`config.mk`:
```
export PLATFORM = sky130hd
export DESIGN_NAME = fm7_video_timing
export DESIGN_NICKNAME = d
export VERILOG_FILES = /design/src/rtl/fm7_video_pkg.sv /design/src/rtl/fm7_ce_div.sv /design/src/rtl/fm7_video_timing.sv
export SDC_FILE = /design/constraint.sdc
export NUM_CORES = 1
export LEC_CHECK = 0
export ABC_AREA = 1
export CORE_MARGIN = 3
export CORE_UTILIZATION = 47
export DETAILED_ROUTE_END_ITERATION = 7
export PLACE_DENSITY = 0.76
export SYNTH_ARGS = -nofsm -noshare
export SYNTH_HDL_FRONTEND = slang
export SYNTH_HIERARCHICAL = 1
export SYNTH_SLANG_ARGS = --single-unit
```
`constraint.sdc`:
```
create_clock -name clk -period 2.3 [get_ports clk]
set_input_delay 0.46 -clock clk [delete_from_list [all_inputs] [get_ports clk]]
set_output_delay 0.46 -clock clk [all_outputs]
set_load 0.005 [all_outputs]
```
`src/rtl/fm7_video_pkg.sv`:
```
// Shared raster timing constants and helpers for the FM-7 video path.
//   DEF_*        default NTSC/PAL timing values used by fm7_video_timing
//   sync_pol_e   sync polarity selector
//   span_total   sum of active + porch + sync spans (pixels or lines)
//   max_u        larger of two unsigned values
//   sync_level   output level of a sync pin for a given polarity and active state
package fm7_video_pkg;

    localparam int unsigned DEF_CE_DIV   = 4;
    localparam int unsigned DEF_H_ACTIVE = 640;
    localparam int unsigned DEF_H_FP     = 16;
    localparam int unsigned DEF_H_SYNC   = 64;
    localparam int unsigned DEF_H_BP     = 80;
    localparam int unsigned DEF_V_ACTIVE = 200;
    localparam int unsigned DEF_V_SYNC   = 3;
    localparam int unsigned DEF_V_FP_N   = 22;
    localparam int unsigned DEF_V_BP_N   = 37;
    localparam int unsigned DEF_V_FP_P   = 47;
    localparam int unsigned DEF_V_BP_P   = 62;

    typedef enum logic {
        SYNC_ACTIVE_LOW  = 1'b0,
        SYNC_ACTIVE_HIGH = 1'b1
    } sync_pol_e;

    // Total span of one line or one frame.
    function automatic int unsigned span_total(input int unsigned active,
                                               input int unsigned fp,
                                               input int unsigned sync,
                                               input int unsigned bp);
        return active + fp + sync + bp;
    endfunction

    function automatic int unsigned max_u(input int unsigned a, input int unsigned b);
        return (a > b) ? a : b;
    endfunction

    // Pin level for a sync output: the polarity level when active, its inverse otherwise.
    function automatic logic sync_level(input sync_pol_e pol, input logic active);
        return active ? logic'(pol) : ~logic'(pol);
    endfunction

endpackage

```
`src/rtl/fm7_ce_div.sv`:
```
// Clock-enable divider: ce is high for one clk out of every DIV.
//   clk       system clock
//   reset     synchronous active-high reset
//   ce        registered enable, first high DIV cycles after reset release
//   ce_pre_c  combinational look-ahead: ce will be high in the next cycle
module fm7_ce_div #(
    parameter int unsigned DIV = 4
) (
    input  logic clk,
    input  logic reset,
    output logic ce,
    output logic ce_pre_c
);

    localparam int unsigned     DW   = (DIV > 2) ? $clog2(DIV) : 1;
    localparam logic [DW-1:0]   LAST = DW'(DIV - 1);

    logic [DW-1:0] div_q;

    if (DIV < 2) begin : g_bad_div
        $error("fm7_ce_div: DIV must be at least 2");
    end

    assign ce_pre_c = (div_q == LAST);

    // Divider wraps on its last count; ce is that wrap, registered.
    always_ff @(posedge clk) begin
        if (reset) begin
            div_q <= '0;
            ce    <= 1'b0;
        end else begin
            ce    <= ce_pre_c;
            div_q <= ce_pre_c ? '0 : div_q + DW'(1);
        end
    end

endmodule

```
`src/rtl/fm7_video_timing.sv`:
```
// Raster timing generator for the FM-7 core with run-time NTSC/PAL vertical timing.
//   clk          system clock
//   reset        synchronous active-high reset
//   pal          mode request (0 NTSC, 1 PAL), honoured only at a frame wrap
//   ce_pix       pixel clock enable
//   hcount       pixel x, 0..H_TOTAL-1
//   vcount       line y, 0..V_TOTAL-1 of the mode in force
//   HBlank       hcount >= H_ACTIVE
//   VBlank       vcount >= V_ACTIVE
//   HSync/VSync  sync pulses, polarity set by HS_POL/VS_POL
//   de           active display area
//   frame_start  one-clk strobe with ce_pix at pixel (0,0)
//   pal_active   mode currently in force
//   video        XOR test pattern inside the active area, 0 elsewhere
module fm7_video_timing
    import fm7_video_pkg::*;
#(
    parameter int unsigned CE_DIV   = DEF_CE_DIV,
    parameter int unsigned H_ACTIVE = DEF_H_ACTIVE,
    parameter int unsigned H_FP     = DEF_H_FP,
    parameter int unsigned H_SYNC   = DEF_H_SYNC,
    parameter int unsigned H_BP     = DEF_H_BP,
    parameter int unsigned V_ACTIVE = DEF_V_ACTIVE,
    parameter int unsigned V_SYNC   = DEF_V_SYNC,
    parameter int unsigned V_FP_N   = DEF_V_FP_N,
    parameter int unsigned V_BP_N   = DEF_V_BP_N,
    parameter int unsigned V_FP_P   = DEF_V_FP_P,
    parameter int unsigned V_BP_P   = DEF_V_BP_P,
    parameter bit          HS_POL   = 1'b0,
    parameter bit          VS_POL   = 1'b0,
    localparam int unsigned H_TOTAL   = span_total(H_ACTIVE, H_FP, H_SYNC, H_BP),
    localparam int unsigned V_TOTAL_N = span_total(V_ACTIVE, V_FP_N, V_SYNC, V_BP_N),
    localparam int unsigned V_TOTAL_P = span_total(V_ACTIVE, V_FP_P, V_SYNC, V_BP_P),
    localparam int unsigned HCW       = $clog2(H_TOTAL),
    localparam int unsigned VCW       = $clog2(max_u(V_TOTAL_N, V_TOTAL_P))
) (
    input  logic           clk,
    input  logic           reset,
    input  logic           pal,
    output logic           ce_pix,
    output logic [HCW-1:0] hcount,
    output logic [VCW-1:0] vcount,
    output logic           HBlank,
    output logic           VBlank,
    output logic           HSync,
    output logic           VSync,
    output logic           de,
    output logic           frame_start,
    output logic           pal_active,
    output logic [7:0]     video
);

    // Thresholds at counter width; every end value is below the wrap value
    // because the back porches are non-zero.
    localparam logic [HCW-1:0] H_LAST     = HCW'(H_TOTAL - 1);
    localparam logic [HCW-1:0] HB_START   = HCW'(H_ACTIVE);
    localparam logic [HCW-1:0] HS_START   = HCW'(H_ACTIVE + H_FP);
    localparam logic [HCW-1:0] HS_END     = HCW'(H_ACTIVE + H_FP + H_SYNC);
    localparam logic [VCW-1:0] VB_START   = VCW'(V_ACTIVE);
    localparam logic [VCW-1:0] V_LAST_N   = VCW'(V_TOTAL_N - 1);
    localparam logic [VCW-1:0] V_LAST_P   = VCW'(V_TOTAL_P - 1);
    localparam logic [VCW-1:0] VS_START_N = VCW'(V_ACTIVE + V_FP_N);
    localparam logic [VCW-1:0] VS_END_N   = VCW'(V_ACTIVE + V_FP_N + V_SYNC);
    localparam logic [VCW-1:0] VS_START_P = VCW'(V_ACTIVE + V_FP_P);
    localparam logic [VCW-1:0] VS_END_P   = VCW'(V_ACTIVE + V_FP_P + V_SYNC);

    localparam sync_pol_e HS_POL_E = HS_POL ? SYNC_ACTIVE_HIGH : SYNC_ACTIVE_LOW;
    localparam sync_pol_e VS_POL_E = VS_POL ? SYNC_ACTIVE_HIGH : SYNC_ACTIVE_LOW;

    if (CE_DIV < 2 || H_FP == 0 || H_SYNC == 0 || H_BP == 0 || V_SYNC == 0 ||
        V_FP_N == 0 || V_BP_N == 0 || V_FP_P == 0 || V_BP_P == 0) begin : g_bad_cfg
        $error("fm7_video_timing: CE_DIV < 2 or a zero porch/sync width");
    end

    logic           ce_pre_c;
    logic [HCW-1:0] h_nxt;
    logic [VCW-1:0] v_nxt;
    logic           pal_nxt;
    logic [VCW-1:0] v_last;
    logic [VCW-1:0] vs_start;
    logic [VCW-1:0] vs_end;
    logic           hblank_d;
    logic           vblank_d;
    logic           hsync_on;
    logic           vsync_on;
    logic           de_d;
    logic           fs_d;
    logic [7:0]     video_d;

    fm7_ce_div #(
        .DIV (CE_DIV)
    ) u_ce_div (
        .clk      (clk),
        .reset    (reset),
        .ce       (ce_pix),
        .ce_pre_c (ce_pre_c)
    );

    // Next raster position; the mode request is latched only on the full-frame wrap.
    always_comb begin
        h_nxt   = hcount;
        v_nxt   = vcount;
        pal_nxt = pal_active;
        v_last  = pal_active ? V_LAST_P : V_LAST_N;
        if (ce_pix) begin
            if (hcount == H_LAST) begin
                h_nxt = '0;
                if (vcount == v_last) begin
                    v_nxt   = '0;
                    pal_nxt = pal;
                end else begin
                    v_nxt = vcount + VCW'(1);
                end
            end else begin
                h_nxt = hcount + HCW'(1);
            end
        end
    end

    // Decode from the next position so registered outputs line up with the counters.
    always_comb begin
        vs_start = pal_nxt ? VS_START_P : VS_START_N;
        vs_end   = pal_nxt ? VS_END_P   : VS_END_N;
        hblank_d = (h_nxt >= HB_START);
        vblank_d = (v_nxt >= VB_START);
        hsync_on = (h_nxt >= HS_START) && (h_nxt < HS_END);
        vsync_on = (v_nxt >= vs_start) && (v_nxt < vs_end);
        de_d     = ~hblank_d & ~vblank_d;
        video_d  = de_d ? (8'(h_nxt) ^ 8'(v_nxt)) : 8'h00;
        // ce_pre_c marks the cycle before ce_pix, so the strobe lands with it.
        fs_d     = ce_pre_c && (h_nxt == '0) && (v_nxt == '0);
    end

    always_ff @(posedge clk) begin
        if (reset) begin
            hcount      <= '0;
            vcount      <= '0;
            pal_active  <= pal;
            HBlank      <= 1'b0;
            VBlank      <= 1'b0;
            HSync       <= sync_level(HS_POL_E, 1'b0);
            VSync       <= sync_level(VS_POL_E, 1'b0);
            de          <= 1'b1;
            frame_start <= 1'b0;
            video       <= 8'h00;
        end else begin
            hcount      <= h_nxt;
            vcount      <= v_nxt;
            pal_active  <= pal_nxt;
            HBlank      <= hblank_d;
            VBlank      <= vblank_d;
            HSync       <= sync_level(HS_POL_E, hsync_on);
            VSync       <= sync_level(VS_POL_E, vsync_on);
            de          <= de_d;
            frame_start <= fs_d;
            video       <= video_d;
        end
    end

endmodule
```
==> metrics.md <==
| Metric | Value |
|---|---|
| Status | `completed` |
| Final Setup Violations | `0` |
| Vias | `2083` |
| Worst-path clk slew | `0.08 ns` |
| Initial antenna violation count | `0` |
| Starting Density | `49.6%` |
| Std-Cell Rows | `23` |
| Post-synthesis cell type count | `32` |
| Maximum clock frequency | `0.462 GHz` |
| Grt met3 use | `4.49%` |
| Starting DRC count in detailed routing | `140` |
| CTS tree | `done` |
| Flop and latch count out of synthesis | `37` |
| Seq/Total Area, Yosys | `36.5%` |
| Synth area leaders | `dfxtp_1 (37%), nand2_1 (12%), nor2_1 (11%)` |
| Cts hold-fix bufs | `0` |
| Tmin final | `2.17 ns` |
| Placed cell count | `392` |
| Antenna Nets Post-Route | `0` |
| Xor-xnor portion of the synthesized cell area | `4.75%` |
| Worst path required time | `2.48 ns` |
| CTS sink cnt | `37` |
| Syn_nets | `306` |
| Number of port buffers | `37` |
| Critical setup path kind | `register to register` |
| Clock buffer depth | `2` |
| H-tree Lvls | `2` |
| Fillcell total | `346` |
| Dpl cell area | `2520 um^2` |
| Post-synthesis mux area share | `0%` |
| Synth Area in Adders | `3.08%` |
| Clk Latency, worst-skew pair | `0.30 ns` |
| Max Slew Vio Count | `0` |
| Setup crit end kind | `register` |
| Compound-Gate Fraction of Synth Area | `5.43%` |
| Vias per inst | `5.14` |
| Die Height | `71.7 um` |
| Hold Violations, Final | `0` |
| Leakage Power | `1.20 nW` |
| VDD IR max | `0.000449 V` |
| Routed WL | `5.34 mm` |
| Die width | `71.7 um` |
| Remaining Overflow, GRT | `0` |
| Mean Syn Cell Area | `6.81 um^2` |
| Final period util | `94.2%` |
| Main combinational cell family by area after synthesis | `simple AND/OR/NAND/NOR gates` |
| Post-Synth Simple-Gate Area | `39.6%` |
| Yosys top cell area share | `36.5%` |
| CTS Buf Count | `5` |
| Post-layout nets | `362` |
| Yosys top cell by area | `dfxtp_1` |
| Critical path peak fanout | `9` |
| MaxCap Viol Count | `0` |
| PwrDens | `491 nW/um^2` |
| Vias in the first global route | `1898` |
| Cell area after technology mapping | `2030 um^2` |
| Area grow syn2layout | `36.5%` |
| Relative slew slack | `58.2%` |
| Drt pass-1 iters | `4` |
| Placer's final routability congestion estimate | `0.906` |
| Setup crit start kind | `register` |
| DIE AREA | `5140 um^2` |
| Hold Crit Class | `register to register` |
| Largest net degree at the start of global routing | `28` |
| Ys Warns | `6` |
| EDFF count, synth | `0` |
| Final HPWL DP | `3.85 mm` |
| Final instance area | `2770 um^2` |
| Routed len/inst | `13.2 um` |
| Fraction of registers with async set/reset | `0%` |
| Residual DRC | `0` |
| Total Routing Usage GR | `21.0%` |
| Worst Skew | `0.00870 ns` |
| GRT met1 Usage | `28.3%` |
| Syn Inst Count | `298` |
| Slew @ Worst Pin | `0.622 ns` |
| First-pass GRT wire length | `8.51 mm` |
| CP Data Arrival Time | `2.35 ns` |
| Layout cell share with drive strength beyond 1 | `19.2%` |
| CTS Root Cell | `clkbuf_8` |
| Main flop type after synthesis | `dfxtp_1` |
| Top Usage Layer GRT | `met2` |
| Post-Layout Cell Count | `405` |
| Global-route track usage on met2 | `33.0%` |
| N_diodes | `0` |
| CORE AREA | `4090 um^2` |
| Most frequent cell after synthesis | `nand2_1` |
| IO Pins | `38` |
| Top cells by count, synth | `nand2_1 (65), nor2_1 (58), inv_1 (46), dfxtp_1 (37), nand3_1 (22)` |
-- through the flow --
stage | worst slack, ns | hold WS, ns | power, mW | utilization (%) | TNS (ns)
finish | 0.134 | 0.421 | 1.36 | 67.8 | 0
global route | -0.00646 | 0.443 | 1.41 | 67.8 | -0.0124
floorplan | 0.0699 | 0.397 | 0.726 | - | 0
detailed placement | 0.0732 | 0.416 | 0.764 | 61.7 | 0
global placement | 0.129 | 0.408 | 0.762 | 61.7 | 0
CTS | 0.0488 | 0.427 | 1.35 | 64.6 | 0
-- metal layers --
layer  wire length (um)  share of wire [%]
met4                 99                1.9
met5                  0                  0
met2               2470                 46
met1               2410                 45
met3                362                6.8
-- registers in the layout (all words and copies together) (netlist names) --
signal,cells
pal_active,1
video,8
hcount,10
VSync,1
de,1
HSync,1
vcount,9
HBlank,1
u_ce_div/ce,1
frame_start,1
VBlank,1
u_ce_div/div_q,2
-- final cells by class --
cell class	count	area (um^2)	area share (%)
multi-input cells	208	1160	41.9
well taps	50	62.6	2.26
flip-flops and latches	37	747	27.0
inverters	49	184	6.64
clock buffers	6	82.6	2.98
repair buffers	53	494	17.8
clock inverters	2	37.5	1.36
-- worst max-delay path, cell delays in order (launching register included) --
cell     delay (ns)
dfxtp_2        0.36
ha_4           0.14
nand2_2        0.07
nor2_4         0.21
inv_2          0.07
nor2_4         0.11
buf_6          0.15
nand3_1        0.08
nand2_1        0.14
nand3_2        0.20
nor2_2         0.25
a21oi_4        0.12
nand3_4        0.11
nor2_1         0.05
-- power by group --
part | total (mW) | internal [mW] | switching, mW
logic | 0.0960 | 0.0438 | 0.0522
registers | 0.662 | 0.653 | 0.00881
clock network | 0.601 | 0.353 | 0.248
total | 1.36 | 1.05 | 0.309
-- cells by family after synthesis --
logic type / Yosys count
buffers and inverters: 54
xor gates and xnor gates: 11
adders and majority gates: 5
DFF: 37
AOI/OAI and AO/OA: 16
and+or+nand+nor: 175
-- cells in the final DEF, fill, tap and decap left out, drive strengths merged --
| cell | Yosys | routed |
|---|---|---|
| inv | 49 | 49 |
| o21bai | 2 | 2 |
| nor3 | 4 | 4 |
| o21ai | 6 | 6 |
| clkinvlp | 0 | 1 |
| nand3b | 1 | 1 |
| a21o | 1 | 1 |
| buf | 2 | 16 |
| nor4 | 1 | 1 |
| nand4 | 7 | 7 |
| nand3 | 27 | 28 |
| xnor2 | 3 | 3 |
| nor2 | 63 | 63 |
| dfxtp | 37 | 37 |
| clkdlybuf4s50 | 0 | 37 |
| a21oi | 6 | 6 |
| or2 | 2 | 2 |
| o211ai | 1 | 1 |
| clkbuf | 3 | 6 |
| xor2 | 8 | 8 |
| ha | 5 | 5 |
| nand2 | 70 | 70 |
| bufinv | 0 | 1 |
-- final timing paths --
path / to / startpoint / slack (ns) / depth (start not counted)
min reg2reg: u_ce_div/div_q[0] / u_ce_div/div_q[0] / 0.42 / 1
max reg2reg: video[0] / hcount[0] / 0.13 / 13
min: u_ce_div/div_q[0] / u_ce_div/div_q[0] / 0.42 / 1
max: video[0] / hcount[0] / 0.13 / 13
-- what timing repair did --
item                                    CTS  global route
endpoints found under the setup margin    0            12
setup buffers                             0             4
gates resized for setup                   0            24
No activity file was read; power rests on OpenSTA's default activity.
